File: config.mk
export PLATFORM = sky130hd
export DESIGN_NAME = gmii_rx_framer
export DESIGN_NICKNAME = d
export VERILOG_FILES = /design/src/rtl/gmii_pkg.sv /design/src/rtl/crc32_d8.sv /design/src/rtl/gmii_rx_framer.sv
export SDC_FILE = /design/constraint.sdc
export NUM_CORES = 1
export LEC_CHECK = 0
export CORE_MARGIN = 5
export CORE_UTILIZATION = 61
export CTS_CLUSTER_DIAMETER = 200
export CTS_CLUSTER_SIZE = 30
export DETAILED_ROUTE_END_ITERATION = 7
export GPL_TIMING_DRIVEN = 0
export PLACE_DENSITY = 0.95
export SYNTH_ARGS = -nofsm -noshare
export SYNTH_HDL_FRONTEND = slang
export SYNTH_SLANG_ARGS = --single-unit
File: constraint.sdc
create_clock -name gmii_rx_clk -period 4.3 [get_ports gmii_rx_clk]
set_input_delay 0.43 -clock gmii_rx_clk [delete_from_list [all_inputs] [get_ports gmii_rx_clk]]
set_output_delay 0.43 -clock gmii_rx_clk [all_outputs]
set_load 0.01 [all_outputs]
File: src/rtl/gmii_pkg.sv
// Shared constants and types for the GMII receive path: framing bytes,
// Ethernet CRC-32 constants, receive FSM states and status-bit positions.
package gmii_pkg;

  localparam logic [7:0]  PREAMBLE_BYTE = 8'h55;
  localparam logic [7:0]  SFD_BYTE      = 8'hD5;
  localparam logic [31:0] CRC_POLY      = 32'hEDB88320;
  localparam logic [31:0] CRC_INIT      = 32'hFFFF_FFFF;
  // Register value left after running data plus a correct FCS through the CRC.
  localparam logic [31:0] CRC_RESIDUE   = 32'hDEBB20E3;

  typedef enum logic [1:0] {
    IDLE = 2'd0,
    PRE  = 2'd1,
    DATA = 2'd2,
    DROP = 2'd3
  } state_t;

  // m_status = {len_err, crc_err, gmii_err}
  localparam int STAT_W        = 3;
  localparam int STAT_GMII_ERR = 0;
  localparam int STAT_CRC_ERR  = 1;
  localparam int STAT_LEN_ERR  = 2;

endpackage

File: src/rtl/crc32_d8.sv
// Combinational reflected CRC-32 advance by one byte (LSB of data first).
// Shared with the TX FCS inserter.
module crc32_d8
  import gmii_pkg::*;
(
  input  logic [31:0] crc_in,
  input  logic [7:0]  data,
  output logic [31:0] crc_out
);

  // Bit-serial LFSR unrolled over the eight data bits.
  always_comb begin
    logic [31:0] c;
    c = crc_in;
    for (int i = 0; i < 8; i++) begin
      if (c[0] ^ data[i]) c = (c >> 1) ^ CRC_POLY;
      else                c = c >> 1;
    end
    crc_out = c;
  end

endmodule

File: src/rtl/gmii_rx_framer.sv
// GMII receive framer: strips preamble/SFD, checks FCS and length, strips
// the FCS and emits each frame as a byte stream with a status beat on tlast.
// Handshake: m_tvalid marks a valid beat; there is no ready, the sink must
// accept every beat. m_tuser/m_status are meaningful only with m_tlast.
// Build option GMII_RX_FCS_PASS_EN: forward the FCS bytes (delay line of
// depth 1, tlast on the last FCS byte); checks are unchanged.
// dbg_state exposes the FSM state for debug and checkers.
module gmii_rx_framer
  import gmii_pkg::*;
#(
  parameter int MIN_LEN = 64,
  parameter int MAX_LEN = 1518,
  parameter int CNT_W   = 32
)(
  input  logic              gmii_rx_clk,
  input  logic              gmii_rx_rstn,
  input  logic [7:0]        gmii_rxd,
  input  logic              gmii_rx_dv,
  input  logic              gmii_rx_er,
  input  logic              stat_clr,
  output logic [7:0]        m_tdata,
  output logic              m_tvalid,
  output logic              m_tlast,
  output logic              m_tuser,
  output logic [STAT_W-1:0] m_status,
  output logic [CNT_W-1:0]  frame_good_cnt,
  output logic [CNT_W-1:0]  frame_bad_cnt,
  output state_t            dbg_state
);

`ifdef GMII_RX_FCS_PASS_EN
  localparam int DEPTH = 1;
`else
  localparam int DEPTH = 5;
`endif

  localparam int LEN_W = $clog2(MAX_LEN + 2);
  localparam logic [LEN_W-1:0] LEN_SAT  = LEN_W'(MAX_LEN + 1);
  localparam logic [LEN_W-1:0] LEN_MIN  = LEN_W'(MIN_LEN);
  localparam logic [LEN_W-1:0] LEN_MAX  = LEN_W'(MAX_LEN);
  localparam logic [LEN_W-1:0] LEN_EMIT = LEN_W'(DEPTH + 1);
  localparam logic [LEN_W-1:0] LEN_TAIL = LEN_W'(DEPTH);

  state_t              state_q, state_n;
  logic [7:0]          sr [DEPTH];
  logic [31:0]         crc_q, crc_n, crc_step;
  logic [LEN_W-1:0]    len_q, len_n, len_inc;
  logic                err_q, err_n;
  logic                shift_en;
  logic [7:0]          tdata_n;
  logic                tvalid_n, tlast_n, tuser_n;
  logic [STAT_W-1:0]   status_n, fin_status;
  logic                good_inc, bad_inc;

  crc32_d8 u_crc (
    .crc_in  (crc_q),
    .data    (gmii_rxd),
    .crc_out (crc_step)
  );

  assign len_inc   = (len_q == LEN_SAT) ? len_q : len_q + 1'b1;
  assign dbg_state = state_q;

  // Frame verdict, evaluated on the dv=0 cycle that ends a DATA run.
  always_comb begin
    fin_status                = '0;
    fin_status[STAT_LEN_ERR]  = (len_q < LEN_MIN) || (len_q > LEN_MAX);
    fin_status[STAT_CRC_ERR]  = (crc_q != CRC_RESIDUE);
    fin_status[STAT_GMII_ERR] = err_q;
  end

  // Next state, datapath updates and next registered outputs.
  always_comb begin
    state_n  = state_q;
    crc_n    = crc_q;
    len_n    = len_q;
    err_n    = err_q;
    shift_en = 1'b0;
    tdata_n  = '0;
    tvalid_n = 1'b0;
    tlast_n  = 1'b0;
    tuser_n  = 1'b0;
    status_n = '0;
    good_inc = 1'b0;
    bad_inc  = 1'b0;
    case (state_q)
      IDLE: begin
        if (gmii_rx_dv) begin
          if (!gmii_rx_er && gmii_rxd == PREAMBLE_BYTE) state_n = PRE;
          else                                          state_n = DROP;
        end
      end
      PRE: begin
        if (!gmii_rx_dv) begin
          state_n = IDLE;
          bad_inc = 1'b1;
        end else if (gmii_rx_er) begin
          state_n = DROP;
        end else if (gmii_rxd == SFD_BYTE) begin
          state_n = DATA;
          crc_n   = CRC_INIT;
          len_n   = '0;
          err_n   = 1'b0;
        end else if (gmii_rxd != PREAMBLE_BYTE) begin
          state_n = DROP;
        end
      end
      DATA: begin
        if (gmii_rx_dv) begin
          shift_en = 1'b1;
          crc_n    = crc_step;
          len_n    = len_inc;
          err_n    = err_q | gmii_rx_er;
          // The oldest byte leaves the delay line once it is full.
          if (len_inc >= LEN_EMIT) begin
            tvalid_n = 1'b1;
            tdata_n  = sr[DEPTH-1];
          end
        end else begin
          state_n = IDLE;
          if (len_q >= LEN_TAIL) begin
            tvalid_n = 1'b1;
            tlast_n  = 1'b1;
            tdata_n  = sr[DEPTH-1];
            status_n = fin_status;
            tuser_n  = |fin_status;
            good_inc = ~|fin_status;
            bad_inc  = |fin_status;
          end else begin
            bad_inc  = 1'b1;
          end
        end
      end
      DROP: begin
        if (!gmii_rx_dv) begin
          state_n = IDLE;
          bad_inc = 1'b1;
        end
      end
      default: state_n = IDLE;
    endcase
  end

  // FSM state and per-frame accumulators.
  always_ff @(posedge gmii_rx_clk or negedge gmii_rx_rstn) begin
    if (!gmii_rx_rstn) begin
      state_q <= IDLE;
      crc_q   <= CRC_INIT;
      len_q   <= '0;
      err_q   <= 1'b0;
    end else begin
      state_q <= state_n;
      crc_q   <= crc_n;
      len_q   <= len_n;
      err_q   <= err_n;
    end
  end

  // Byte delay line holding back the trailing FCS.
  always_ff @(posedge gmii_rx_clk or negedge gmii_rx_rstn) begin
    if (!gmii_rx_rstn) begin
      for (int i = 0; i < DEPTH; i++) sr[i] <= '0;
    end else if (shift_en) begin
      sr[0] <= gmii_rxd;
      for (int i = 1; i < DEPTH; i++) sr[i] <= sr[i-1];
    end
  end

  // Registered stream outputs.
  always_ff @(posedge gmii_rx_clk or negedge gmii_rx_rstn) begin
    if (!gmii_rx_rstn) begin
      m_tdata  <= '0;
      m_tvalid <= 1'b0;
      m_tlast  <= 1'b0;
      m_tuser  <= 1'b0;
      m_status <= '0;
    end else begin
      m_tdata  <= tdata_n;
      m_tvalid <= tvalid_n;
      m_tlast  <= tlast_n;
      m_tuser  <= tuser_n;
      m_status <= status_n;
    end
  end

  // Statistics counters; clear wins over a same-cycle increment, wrap on overflow.
  always_ff @(posedge gmii_rx_clk or negedge gmii_rx_rstn) begin
    if (!gmii_rx_rstn) begin
      frame_good_cnt <= '0;
      frame_bad_cnt  <= '0;
    end else if (stat_clr) begin
      frame_good_cnt <= '0;
      frame_bad_cnt  <= '0;
    end else begin
      if (good_inc) frame_good_cnt <= frame_good_cnt + 1'b1;
      if (bad_inc)  frame_bad_cnt  <= frame_bad_cnt + 1'b1;
    end
  end

endmodule

* Yosys cells after proc, flatten, opt, wreduce, memory -nomap -nowiden
Index checks and enable logic that the tools add are counted.
Storage, ports and cells: output and inout port bits 80, word-level logic and storage cells 129, register bits 164, input port bits 13
Operators by class: bitwise logic cells 17, multiplexer cells 61, equal/unequal tests 15, reduce and logical (&&, ||, !) cells 13, add/sub/neg operators 3, magnitude comparators 4
Operators with widths (number):
- 32-bit 2-to-1 mux | 16
- 13-bit NOT with 14-bit output | 8
- 32-bit by 1-bit adder with 32-bit output (second input constant) | 2
- 32-bit one-hot mux with 2 select lines | 1
- 11-bit 2-to-1 mux | 5
- 8-bit 2-to-1 mux | 4
- 32-bit != test (second input constant) | 1
- 11-bit by 3-bit greater-or-equal comparator with 1-bit output (second input constant) | 2
- 11-bit one-hot mux with 2 select lines | 1
- 1-bit 2-to-1 mux | 21
- 2-bit 2-to-1 mux | 7
- 2-bit != test (second input constant) | 6
- 11-bit by 1-bit adder with 11-bit output (second input constant) | 1
- 11-bit == test (second input constant) | 1
- 11-bit > comparator (second input constant) | 1
- 11-bit by 7-bit less-than comparator with 1-bit output (second input constant) | 1
- 3-bit 2-to-1 mux | 3
- 8-bit by 7-bit == test with 1-bit output (second input constant) | 1
- 8-bit == test (second input constant) | 1
- 8-bit by 7-bit != test with 1-bit output (second input constant) | 1
- 1-bit bitwise XOR | 8
- 2-bit one-hot mux with 3 select lines | 1
- 2-bit nonzero test | 3
- 5-bit != test (second input constant) | 1
- other kinds (12) | 16

* Logic depth before layout (Yosys ltp)
depth after elaboration 18, depth in mapped cells 9, mapped depth without buffers 8

* Modules after synthesis
A second synthesis with hierarchy kept.
Unflattened totals: cells, all modules 917, area total of the unflattened synthesis 8444.3 um2
Modules (own cells, without submodules):
- gmii_rx_framer | area an instance 7674.9 um2, cells each 847, instances 1, sequential area each 4144.0 um2
- crc32_d8 | area an instance 769.5 um2, cells each 70, instances 1, sequential area each 0.0 um2

* Least setup slack after synthesis
No wires, ideal clock.
path kind reg-to-reg, start point reg crc_q[13], end point reg frame_good_cnt[25], path buffers 1, library setup time 0.078 ns, required time 4.222 ns, setup slack 1.726 ns, clock period less this slack 2.574 ns, cell stages (with the launch flop) 8, arrival time 2.496 ns, cells stage by stage dfstp_2 -> or4b_4 -> nor4_4 -> nand4b_4 -> or3_4 -> buf_6 -> or3_1 -> a21oi_1
On the way: longest elaborated chain between the ends 7
Ends and longest elaborated chain:
- start: declaration | line gmii_rx_framer.sv:46 | logic [31:0] crc_q, crc_n, crc_step;
- start signal: assignment | line gmii_rx_framer.sv:153 | crc_q <= crc_n;
- 32-bit != test | line gmii_rx_framer.sv:68 | fin_status[STAT_CRC_ERR] = (crc_q != CRC_RESIDUE);
- 3-bit OR reduction | line gmii_rx_framer.sv:127 | good_inc = ~|fin_status;
- 1-bit logical NOT | line gmii_rx_framer.sv:127
- 1-bit 2-to-1 mux | line gmii_rx_framer.sv:121 | if (len_q >= LEN_TAIL) begin
- 1-bit 2-to-1 mux | line gmii_rx_framer.sv:109 | if (gmii_rx_dv) begin
- 1-bit 2-to-1 mux | line gmii_rx_framer.sv:86 | case (state_q)
- 2-bit nonzero test (no line)
- end signal: assignment | line gmii_rx_framer.sv:195 | if (good_inc) frame_good_cnt <= frame_good_cnt + 1'b1;
- end: declaration | line gmii_rx_framer.sv:26 | output logic [CNT_W-1:0] frame_good_cnt,
Every way passes these cells. A chain may end at the register's enable or synchronous reset.

* Worst setup path in the final report
start point reg crc_q[13], end point reg frame_bad_cnt[5]
On the way: longest elaborated chain between the ends 6
Ends and longest elaborated chain:
- 32-bit != test | line gmii_rx_framer.sv:68
- 3-bit OR reduction | line gmii_rx_framer.sv:128 | bad_inc = |fin_status;
- 1-bit 2-to-1 mux | line gmii_rx_framer.sv:121
- 1-bit 2-to-1 mux | line gmii_rx_framer.sv:109
- 1-bit one-hot mux with 2 select lines | line gmii_rx_framer.sv:86
- 2-bit nonzero test (no line)
- end signal: assignment | line gmii_rx_framer.sv:196 | if (bad_inc) frame_bad_cnt <= frame_bad_cnt + 1'b1;
- end: declaration | line gmii_rx_framer.sv:27 | output logic [CNT_W-1:0] frame_bad_cnt,
Every way passes these cells.

==> results.json <==
{
  "required_ps": 4650,
  "grt_use_total": 0.277,
  "slowest_delay_ps": 650,
  "final.setup.worst_slack_ps": 1080,
  "grt_pass1_wl_mm": 36.0,
  "ant_nets": 0,
  "pre_cts_ws_ps": 770,
  "antennaDiodeCount": 0,
  "cp_slowest_cell": "o21ai_1",
  "arrival_ps": 3570,
  "p_leak_nw": 4.11,
  "die_x_um": 126,
  "synth_area_um2": 8280,
  "first_pass_iters": 8,
  "crit_type": "flip-flop to flip-flop",
  "post_cts_buffers": 0,
  "clock_skew_ps": 14.3,
  "violations": "design-rule violations",
  "cts.htree.levels": 4,
  "drcViolationCount": 1,
  "crit_fanout": 10,
  "irDropWorstVdd_mv": 0.649,
  "cts_sinks": 164,
  "syn-num-nets": 906,
  "fin_util": 0.751,
  "synth-main-ff-cell": "dfrtp_1",
  "start_util": 0.622,
  "layoutNonFillerInstCount": 1189,
  "cts_tree": "done",
  "rsz0062_at_grt": "no",
  "async_reset_ff_frac": 1.00,
  "placed_cells": 1157,
  "clock_path_buffers": 2,
  "end_kind": "flip-flop",
  "ctsResizeCount": 0,
  "cp-start-kind": "flip-flop",
  "setup-violations-final": 0,
  "yosys_warnings": 0,
  "syn_area_per_cell_um2": 9.31,
  "vias": 7434,
  "min_period_over_period": 0.749,
  "crit_path_cell_trace": "or4b_4 > nor4_4 > nand4b_2 > o21ai_1 > buf_2 > o21ai_0 > a21oi_1",
  "drive_above_1_share": 0.0829,
  "slew_violations": 0,
  "timing.fmax_mhz": 311,
  "die_h_um": 126,
  "post_drt_wl_per_cell_um": 18.4,
  "grt_overflow": 0,
  "cellPowerDensity_nw_per_um2": 558,
  "port-buffer-count": 91,
  "area_growth_syn_to_layout_pct": 20.7,
  "cts_buffers": 17,
  "ys_seq_area_frac": 0.501,
  "grt_pass1_vias": 7199,
  "finalHoldViolCount": 0,
  "ys_seq_elements": 164,
  "fin_nets": 1017,
  "ioPinCount": 93,
  "maxCapViolations": 0,
  "worstSkewPairLatency_ps": 440,
  "cts-root-buf": "clkbuf_16",
  "fin_total_pwr_mw": 5.57,
  "hp-class": "primary input to asynchronous set/reset pin",
  "antenna_found_initial": 0,
  "grt_max_degree": 90,
  "fin_crit_ps": 3220,
  "dieArea_um2": 16000,
  "placementRows": 42,
  "core_um2": 13300,
  "viasPerCell": 6.25,
  "slew_headroom": 0.243,
  "finalWirelength_mm": 21.9,
  "cts_hold_buf": 0,
  "synth_edf_count": 0,
  "drtIter0Drc": 1053,
  "worst_pin_slew_ps": 1130,
  "clk_pin_slew_worst_paths_ps": 70,
  "post-dp-hpwl_mm": 14.6,
  "synthCells": 889,
  "ys_types": 61,
  "run_status": "complete, but fails checks",
  "globalplace.congestion": 0.905
}
## Yosys cell counts, types with 2 or more instances
library cell / instances / share of area
or4_1: 14 / 0.013
a31oi_1: 8 / 0.0060
a21oi_1: 68 / 0.041
nor2b_1: 3 / 0.0023
nand4b_1: 5 / 0.0053
a22o_1: 3 / 0.0032
o21ai_1: 3 / 0.0018
nor4b_1: 2 / 0.0021
o31ai_1: 15 / 0.014
ha_1: 4 / 0.0060
mux2i_1: 2 / 0.0024
and4_1: 7 / 0.0074
xnor2_1: 71 / 0.075
clkbuf_1: 38 / 0.017
nor2_1: 61 / 0.028
o22ai_1: 2 / 0.0015
nand4_1: 14 / 0.011
and3_1: 18 / 0.014
o21ba_2: 2 / 0.0024
nand3_1: 29 / 0.018
or3_1: 30 / 0.023
nor4_2: 2 / 0.0030
nor4_1: 10 / 0.0076
o2111ai_1: 5 / 0.0053
o21ai_0: 42 / 0.025
nand2_1: 158 / 0.072
dfstp_2: 32 / 0.10
nor3_1: 31 / 0.019
dfrtp_1: 132 / 0.40
inv_1: 17 / 0.0077
buf_1: 3 / 0.0014
nand2b_1: 2 / 0.0015
xor2_1: 22 / 0.023
buf_2: 3 / 0.0018
nor4_4: 2 / 0.0051
and2_1: 4 / 0.0030
## path summary, 6_finish.rpt
check	startpoint	to	slack [ps]	depth (start not counted)
min in group gmii_rx_clk	stat_clr	frame_bad_cnt[17]	400	2
max in group asynchronous	gmii_rx_rstn	crc_q[22]	3400	2
hold / removal	gmii_rx_rstn	frame_bad_cnt[5]	6	1
setup reg to reg	crc_q[13]	frame_bad_cnt[5]	1080	7
hold reg to reg	sr[20]	sr[12]	460	2
setup / recovery	crc_q[13]	frame_bad_cnt[5]	1080	7
## sequential cells by signal, summed over array words and instances (netlist names)
register,cells
dbg_state,2
sr,40
m_tlast,1
m_tdata,8
m_status,3
m_tuser,1
frame_good_cnt,32
frame_bad_cnt,32
m_tvalid,1
err_q,1
len_q,11
crc_q,32
## area by class of cell
class                   instances  area (um2)
clock buffers                  21         450
flip-flops and latches        164        4140
inverters                      17        63.8
plain buffers                  45         180
clock inverters                11         104
multi-input cells             663        3890
repair buffers                 92         940
fillers                       837        3310
well taps                     176         220
## cell usage in the layout, fill, tap and decap left out, types with 3 or more instances in the layout
| cell | synthesis | routed |
|---|---|---|
| a21oi_1 | 68 | 68 |
| a22o_1 | 3 | 3 |
| a31oi_1 | 8 | 8 |
| and2_1 | 4 | 4 |
| and3_1 | 18 | 18 |
| and4_1 | 7 | 7 |
| buf_1 | 3 | 3 |
| buf_2 | 3 | 3 |
| clkbuf_1 | 38 | 41 |
| clkbuf_16 | 0 | 17 |
| clkdlybuf4s50_1 | 0 | 90 |
| clkinvlp_4 | 0 | 5 |
| dfrtp_1 | 132 | 132 |
| dfstp_2 | 32 | 32 |
| ha_1 | 4 | 4 |
| inv_1 | 17 | 17 |
| nand2_1 | 158 | 158 |
| nand3_1 | 29 | 29 |
| nand4_1 | 14 | 14 |
| nand4b_1 | 5 | 5 |
| nor2_1 | 61 | 61 |
| nor2b_1 | 3 | 3 |
| nor3_1 | 31 | 31 |
| nor4_1 | 10 | 10 |
| o2111ai_1 | 5 | 5 |
| o21ai_0 | 42 | 42 |
| o21ai_1 | 3 | 3 |
| o31ai_1 | 15 | 15 |
| or3_1 | 30 | 30 |
| or4_1 | 14 | 14 |
| xnor2_1 | 71 | 71 |
| xor2_1 | 22 | 22 |
## worst max-delay path: cells and delay by family, from the launching register on
family,cells,cell delay (ps)
flops,1,550
buf+inv,1,360
simple gates,3,1240
compound gates,3,970
## power breakdown
| part | total [mW] | internal [mW] | switching [mW] | leakage (nW) |
|---|---|---|---|---|
| combinational | 1.97 | 0.870 | 1.10 | 1.73 |
| clock | 1.45 | 0.812 | 0.638 | 0.256 |
| sequential | 2.15 | 1.92 | 0.234 | 2.12 |
| total | 5.57 | 3.60 | 1.97 | 4.11 |
## through the flow
| stage | hold slack (ps) | instance area [um2] | TNS (ps) |
|---|---|---|---|
| after floorplan | 134 | 8280 | 0 |
| after global placement | 444 | 9410 | -523770 |
| after detailed placement | 448 | 9440 | 0 |
| after CTS | 37.0 | 9990 | 0 |
| after global routing | 72.9 | 9990 | 0 |
| final | 5.58 | 9990 | 0 |
## logic make-up (layout without fill, tap and decap cells)
group	Yosys count	after routing	share of synthesized area
buffers and inverters	62	186	0.0295
muxes	2	2	0.00242
AOI/OAI and AO/OA	160	160	0.114
adders and majority gates	4	4	0.00605
xor gates and xnor gates	93	93	0.0984
DFF	164	164	0.501
and+or+nand+nor	404	404	0.249
## per-layer routing
metal  track usage  up-vias  share of wire
met5             0        -              0
met4         0.109        0          0.028
met3        0.0580       82          0.088
met2         0.469      450           0.50
met1         0.351     3558           0.38
li1              -     3344              -
No activity file was read; power rests on OpenSTA's default activity.
